### config.mk
export PLATFORM = sky130hd
export DESIGN_NAME = i2c_slave_rx
export DESIGN_NICKNAME = d
export VERILOG_FILES = /design/src/rtl/i2c_slave_rx.sv
export SDC_FILE = /design/constraint.sdc
export NUM_CORES = 1
export LEC_CHECK = 0
export BUFFER_PORTS_ARGS = -buffer_cell sky130_fd_sc_hd__buf_2
export CORE_ASPECT_RATIO = 1.25
export CORE_UTILIZATION = 60
export DETAILED_ROUTE_END_ITERATION = 8
export PLACE_DENSITY = 0.82
export SETUP_SLACK_MARGIN = 0.2
export SLEW_MARGIN = 10
export SYNTH_ARGS = -nofsm -noshare
export SYNTH_HDL_FRONTEND = slang
export SYNTH_SLANG_ARGS = --single-unit
### constraint.sdc
create_clock -name clk -period 2.5 [get_ports clk]
set_input_delay 0.125 -clock clk [delete_from_list [all_inputs] [get_ports clk]]
set_output_delay 0.125 -clock clk [all_outputs]
set_load 0.05 [all_outputs]
### src/rtl/i2c_slave_rx.sv
// Receive-only I2C slave: oversamples scl/sda, ACKs its own address and hands
// received data bytes out over valid/ready. `I2C_RX_GCALL_EN also accepts general call.
module i2c_slave_rx #(
  parameter logic [6:0] SLAVE_ADDR  = 7'h42,
  parameter int         SYNC_STAGES = 2
) (
  input  logic       clk,
  input  logic       rst,
  input  logic       scl,
  input  logic       sda_in,
  output logic       sda_oe,
  output logic [7:0] rx_data,
  output logic       rx_valid,
  input  logic       rx_ready,
  output logic       overrun,
  output logic       busy
);

  typedef enum logic [2:0] {
    IDLE   = 3'd0,
    ADDR   = 3'd1,
    ACK_A  = 3'd2,
    DATA   = 3'd3,
    ACK_D  = 3'd4,
    NACK   = 3'd5,
    IGNORE = 3'd6
  } state_t;

  logic [SYNC_STAGES-1:0] scl_sync_q, sda_sync_q;
  logic                   scl_prev_q, sda_prev_q;
  logic                   scl_s, sda_s, scl_rise_s, scl_fall_s, start_s, stop_s;
  logic [7:0]             byte_s;
  logic                   addr_hit_s, gcall_hit_s;

  state_t     state_q, state_d;
  logic [2:0] bit_cnt_q, bit_cnt_d;
  logic [6:0] sreg_q, sreg_d;
  logic       ack_ph_q, ack_ph_d;
  logic       sda_oe_q, sda_oe_d;
  logic [7:0] rx_data_q, rx_data_d;
  logic       rx_valid_q, rx_valid_d;
  logic       overrun_q, overrun_d;
  logic       busy_q, busy_d;

  // Synchronizers plus edge-detect stage; idle bus level is 1.
  always_ff @(posedge clk) begin
    if (rst) begin
      scl_sync_q <= {SYNC_STAGES{1'b1}};
      sda_sync_q <= {SYNC_STAGES{1'b1}};
      scl_prev_q <= 1'b1;
      sda_prev_q <= 1'b1;
    end else begin
      scl_sync_q <= {scl_sync_q[SYNC_STAGES-2:0], scl};
      sda_sync_q <= {sda_sync_q[SYNC_STAGES-2:0], sda_in};
      scl_prev_q <= scl_sync_q[SYNC_STAGES-1];
      sda_prev_q <= sda_sync_q[SYNC_STAGES-1];
    end
  end

  assign scl_s      = scl_sync_q[SYNC_STAGES-1];
  assign sda_s      = sda_sync_q[SYNC_STAGES-1];
  assign scl_rise_s = scl_s & ~scl_prev_q;
  assign scl_fall_s = ~scl_s & scl_prev_q;
  assign start_s    = scl_s & sda_prev_q & ~sda_s;
  assign stop_s     = scl_s & ~sda_prev_q & sda_s;
  assign byte_s     = {sreg_q, sda_s};

`ifdef I2C_RX_GCALL_EN
  assign gcall_hit_s = (byte_s[7:1] == 7'h00);
`else
  assign gcall_hit_s = 1'b0;
`endif
  assign addr_hit_s = ((byte_s[7:1] == SLAVE_ADDR) | gcall_hit_s) & ~byte_s[0];

  // Protocol state register and registered outputs.
  always_ff @(posedge clk) begin
    if (rst) begin
      state_q    <= IDLE;
      bit_cnt_q  <= 3'd0;
      sreg_q     <= 7'h00;
      ack_ph_q   <= 1'b0;
      sda_oe_q   <= 1'b0;
      rx_data_q  <= 8'h00;
      rx_valid_q <= 1'b0;
      overrun_q  <= 1'b0;
      busy_q     <= 1'b0;
    end else begin
      state_q    <= state_d;
      bit_cnt_q  <= bit_cnt_d;
      sreg_q     <= sreg_d;
      ack_ph_q   <= ack_ph_d;
      sda_oe_q   <= sda_oe_d;
      rx_data_q  <= rx_data_d;
      rx_valid_q <= rx_valid_d;
      overrun_q  <= overrun_d;
      busy_q     <= busy_d;
    end
  end

  // Next-state logic; ack_ph marks that the ACK clock itself is in progress.
  always_comb begin
    state_d    = state_q;
    bit_cnt_d  = bit_cnt_q;
    sreg_d     = sreg_q;
    ack_ph_d   = ack_ph_q;
    sda_oe_d   = sda_oe_q;
    rx_data_d  = rx_data_q;
    rx_valid_d = 1'b0;
    overrun_d  = overrun_q;
    busy_d     = busy_q;
    if (stop_s) begin
      state_d   = IDLE;
      bit_cnt_d = 3'd0;
      ack_ph_d  = 1'b0;
      sda_oe_d  = 1'b0;
      busy_d    = 1'b0;
    end else if (start_s) begin
      state_d   = ADDR;
      bit_cnt_d = 3'd0;
      ack_ph_d  = 1'b0;
      sda_oe_d  = 1'b0;
      busy_d    = 1'b1;
    end else begin
      case (state_q)
        ADDR, DATA: begin
          if (scl_rise_s) begin
            sreg_d = byte_s[6:0];
            if (bit_cnt_q == 3'd7) begin
              bit_cnt_d = 3'd0;
              ack_ph_d  = 1'b0;
              if (state_q == ADDR) begin
                state_d = addr_hit_s ? ACK_A : IGNORE;
              end else if (rx_ready) begin
                rx_data_d  = byte_s;
                rx_valid_d = 1'b1;
                state_d    = ACK_D;
              end else begin
                overrun_d = 1'b1;
                state_d   = NACK;
              end
            end else begin
              bit_cnt_d = bit_cnt_q + 3'd1;
            end
          end else begin
            sreg_d = sreg_q;
          end
        end
        ACK_A, ACK_D, NACK: begin
          if (scl_fall_s) begin
            if (!ack_ph_q) begin
              ack_ph_d = 1'b1;
              sda_oe_d = (state_q != NACK);
            end else begin
              ack_ph_d  = 1'b0;
              sda_oe_d  = 1'b0;
              bit_cnt_d = 3'd0;
              state_d   = (state_q == NACK) ? IGNORE : DATA;
            end
          end else begin
            ack_ph_d = ack_ph_q;
          end
        end
        IDLE, IGNORE: begin
          sda_oe_d = 1'b0;
        end
        default: begin
          state_d  = IDLE;
          sda_oe_d = 1'b0;
          busy_d   = 1'b0;
        end
      endcase
    end
  end

  assign sda_oe   = sda_oe_q;
  assign rx_data  = rx_data_q;
  assign rx_valid = rx_valid_q;
  assign overrun  = overrun_q;
  assign busy     = busy_q;

endmodule

==> PnR_summary.wiki <==
{| class="wikitable"
! Metric !! Value
|-
| Insertion delay of the later-clocked pin in the worst-skew pair || approximately 330 ps
|-
| Post-route core utilization || 0.727
|-
| RR Startpoint || state_q[0]
|-
| Cells taking the most area after synthesis || sky130_fd_sc_hd__dfxtp_1 44%, sky130_fd_sc_hd__mux2i_1 10%, sky130_fd_sc_hd__nand2b_1 7.7%
|-
| Crit path DAT || about 2400 ps
|-
| Clk slew on worst S/H paths || ~90 ps
|-
| Hold endpoint || overrun
|-
| Proportion of layout cells with a drive suffix above 1 || 0.198
|-
| Sum of negative setup slack || 0 ps
|-
| Flip-flop cell with the highest count after synthesis || sky130_fd_sc_hd__dfxtp_1
|-
| Portion of the post-synthesis area used by sequential elements || 0.435
|-
| Post-Synthesis Cells || 157
|-
| Worst ir drop on vdd || roughly 0.50 mV
|-
| WHS Path Cells || 3
|-
| Library cell occupying the most area in the post-synthesis netlist || sky130_fd_sc_hd__dfxtp_1
|-
| Syn. warnings || 0
|-
| Cell types with the highest counts after synthesis || 32 x sky130_fd_sc_hd__dfxtp_1, 18 x sky130_fd_sc_hd__nand2b_1, 15 x sky130_fd_sc_hd__mux2i_1, 12 x sky130_fd_sc_hd__nor2_1, 11 x sky130_fd_sc_hd__nand2_1
|-
| P_leak || 0.668 nW
|-
| # DRC || 0
|-
| Detailed Place HPWL || 1850 um
|-
| Instance area after placement || about 1600 um^2
|-
| Share of synthesized flip-flops with an asynchronous set or reset || 0
|-
| FP Rows || 19
|-
| Final hold slack || between 100 and 150 ps
|-
| Die Y || approximately 57 um
|-
| Pin count of the biggest net entering global routing || 35
|-
| Average cell area after synthesis || between 9 and 10 um^2
|-
| Post-DR vias/cell || 5.41
|-
| Met2 wirelength from detailed routing || roughly 1300 um
|-
| Met1 wire length || 1270 um
|-
| Count of input and output buffers || 16
|-
| Max transition margin || 0.584
|-
| Number of resized instances in the post-cts repair step || 0
|-
| All-Layer GR Usage || 0.249
|-
| Horizontal extent of the die || approximately 46 um
|-
| Area growth from synthesis to layout || 11.6%
|-
| Setup slack on the worst flop-to-flop path || 400 ps
|-
| Critical-path maximum fanout || 13
|-
| Vias in the first global route || 1060
|-
| Number of ports placed on the die boundary || 17
|-
| Outcome || completed
|-
| Crit share post-route || 0.838
|-
| Startpoint of the worst hold path || rx_ready
|-
| H-tree Lvls || 2
|-
| Average wire length per cell after detail routing || ~13 um
|-
| Required arrival time at the worst endpoint || 2750 ps
|-
| Clock sinks || 32
|-
| Setup-violating endpoint count in the final report || 0
|-
| Initial antenna violation count || 0
|-
| Syn_nets || 164
|-
| Sum of met3 wire segment lengths after detailed routing || around 110 um
|-
| Overall overflow remaining after global route || 0
|-
| Highest clock frequency the design can meet || roughly 480 MHz
|-
| Type of origin of the critical path || flip-flop
|-
| Unrepaired setup endpoints after global routing || false
|-
| Total count of max-transition violations in the final report || 0
|-
| Longest Clk Path Bufs || 2
|-
| Count of flip-flops with a built-in enable after synthesis || 0
|-
| Core ar. || 2260 um^2
|-
| Library cells used by synthesis || 39
|-
| TritonRoute pass-1 iters || 4
|-
| Startpoint-to-endpoint class of the critical path || flip-flop to flip-flop
|-
| Post-route cell area || roughly 1600 um^2
|-
| CTS tree || done
|-
| Routed Antenna Nets || 0
|-
| Worst hold path type || input port to flip-flop
|-
| Power per unit of standard cell area || around 530 nW/um^2
|-
| Number of max-capacitance violations reported || 0
|-
| Transition time at the pin with the least slew margin || slightly above 600 ps
|-
| Clock buffers created by TritonCTS || 5
|-
| Total via count in the routed design || 1126
|-
| Min Tclk post-route || approximately 2100 ps
|-
| Nets || 183
|-
| Final estimated routing congestion in global placement || ~0.9
|-
| Clock tree skew after final layout || ~11 ps
|-
| Total die area || 2660 um^2
|-
| Initial drt markers || 18
|-
| Diode count || 0
|-
| Most frequent cell after synthesis || sky130_fd_sc_hd__dfxtp_1
|-
| Portion of synthesized cell area occupied by the leading cell type || 0.435
|-
| Worst reg2reg path depth || 4
|-
| Netlist area before placement || between 1000 and 1500 um^2
|-
| Capturing element type of the critical path || flip-flop
|-
| Root Driver || sky130_fd_sc_hd__clkbuf_4
|-
| Slowest cell on the critical path || sky130_fd_sc_hd__dfxtp_1
|-
| Buffers inserted during post-CTS setup optimization || 0
|-
| Uppermost layer routed || met4
|-
| Critical Path, Cell by Cell || nand4bb_4 > or2_0 > nor3_4 > mux2i_1
|-
| Synth Register Bits || 32
|-
| Largest stage delay on the critical path || around 630 ps
|-
| End of the worst register-to-register path || rx_data[2]
|-
| Total length of routed wires || 2770 um
|-
| First-pass GRT wire length || 4750 um
|-
| Initial core utilization || 0.652
|-
| Final hold viol count || 0
|}
==> per-stage QoR <==
| stage | worst slack (ps) | total power, mW | instances |
|---|---|---|---|
| 6_report | 404 | 0.869 | 208 |
| 5_1_grt | 265 | 0.907 | 208 |
| 4_1_cts | 382 | 0.878 | 208 |
| 3_5_place_dp | 483 | 0.575 | 198 |
| 3_3_place_gp | 571 | 0.574 | 198 |
| 2_1_floorplan | 842 | 0.565 | 157 |
==> registers in the layout (all words and copies together), names as in the netlist <==
| name | count |
|---|---|
| rx_data | 8 |
| sreg_q | 7 |
| bit_cnt_q | 3 |
| state_q | 3 |
| scl_sync_q | 2 |
| sda_sync_q | 2 |
| ack_ph_q | 1 |
| busy | 1 |
| overrun | 1 |
| rx_valid | 1 |
| scl_prev_q | 1 |
| sda_oe | 1 |
| sda_prev_q | 1 |
==> timing repair <==
item	in CTS	in global routing
endpoints found under the hold margin	2	0
hold buffers	2	0
endpoints found under the setup margin	0	0
==> report_power, final <==
| part | switching (mW) | internal (mW) | leakage [nW] |
|---|---|---|---|
| registers | 0.00848 | 0.515 | 0.259 |
| logic | 0.0215 | 0.0210 | 0.376 |
| clock network | 0.165 | 0.139 | 0.0326 |
==> per-layer routing <==
metal  up-vias  GRT usage
li1        583          -
met4         0     0.0882
met2        19      0.396
met5         -          0
met1       517      0.303
met3         7     0.0886
==> cells in the final DEF, fill, tap and decap left out, types with 3 or more instances in the layout <==
master	instances
sky130_fd_sc_hd__dfxtp_1	32
sky130_fd_sc_hd__nand2b_1	18
sky130_fd_sc_hd__buf_2	16
sky130_fd_sc_hd__mux2i_1	15
sky130_fd_sc_hd__nor2_1	12
sky130_fd_sc_hd__nand2_1	11
sky130_fd_sc_hd__a21oi_1	7
sky130_fd_sc_hd__or2_2	6
sky130_fd_sc_hd__o21ai_0	5
sky130_fd_sc_hd__clkbuf_4	5
sky130_fd_sc_hd__inv_1	4
sky130_fd_sc_hd__nand3_1	4
sky130_fd_sc_hd__or3_1	3
==> cells by family (layout without fill, tap and decap cells) <==
group,count (synthesis),count (layout),synth area share
XOR/XNOR,2,2,0.0119
flip-flops,32,32,0.435
buffers and inverters,11,31,0.0332
adder cells (fa/ha/maj),2,2,0.0170
AND/OR/NAND/NOR,71,71,0.293
multiplexers,16,16,0.110
AO/OA/AOI/OAI,23,23,0.0995
==> cell type report <==
type | instances | area, um^2
inverters | 4 | 15.0
repair buffers | 19 | 108
flip-flops and latches | 32 | 641
well taps | 31 | 38.8
fillers | 176 | 616
clock buffers | 8 | 58.8
multi-input cells | 114 | 782
==> critical path: cells and delay by family (launching register included) <==
kind / cells / cell delay [ps]
simple gates: 3 / 1100
mux: 1 / 280
flops: 1 / 630
==> worst max path at each step <==
stage	slack (ps)	startpoint	to
finish	400	state_q[0]	rx_data[2]
detailed placement	480	state_q[0]	rx_data[2]
floorplan	840	sda_sync_q[1]	rx_data[0]
global placement	570	state_q[0]	rx_data[1]
global route	270	state_q[0]	rx_data[2]
CTS	380	state_q[0]	rx_data[2]
No activity file was read; power rests on OpenSTA's default activity.
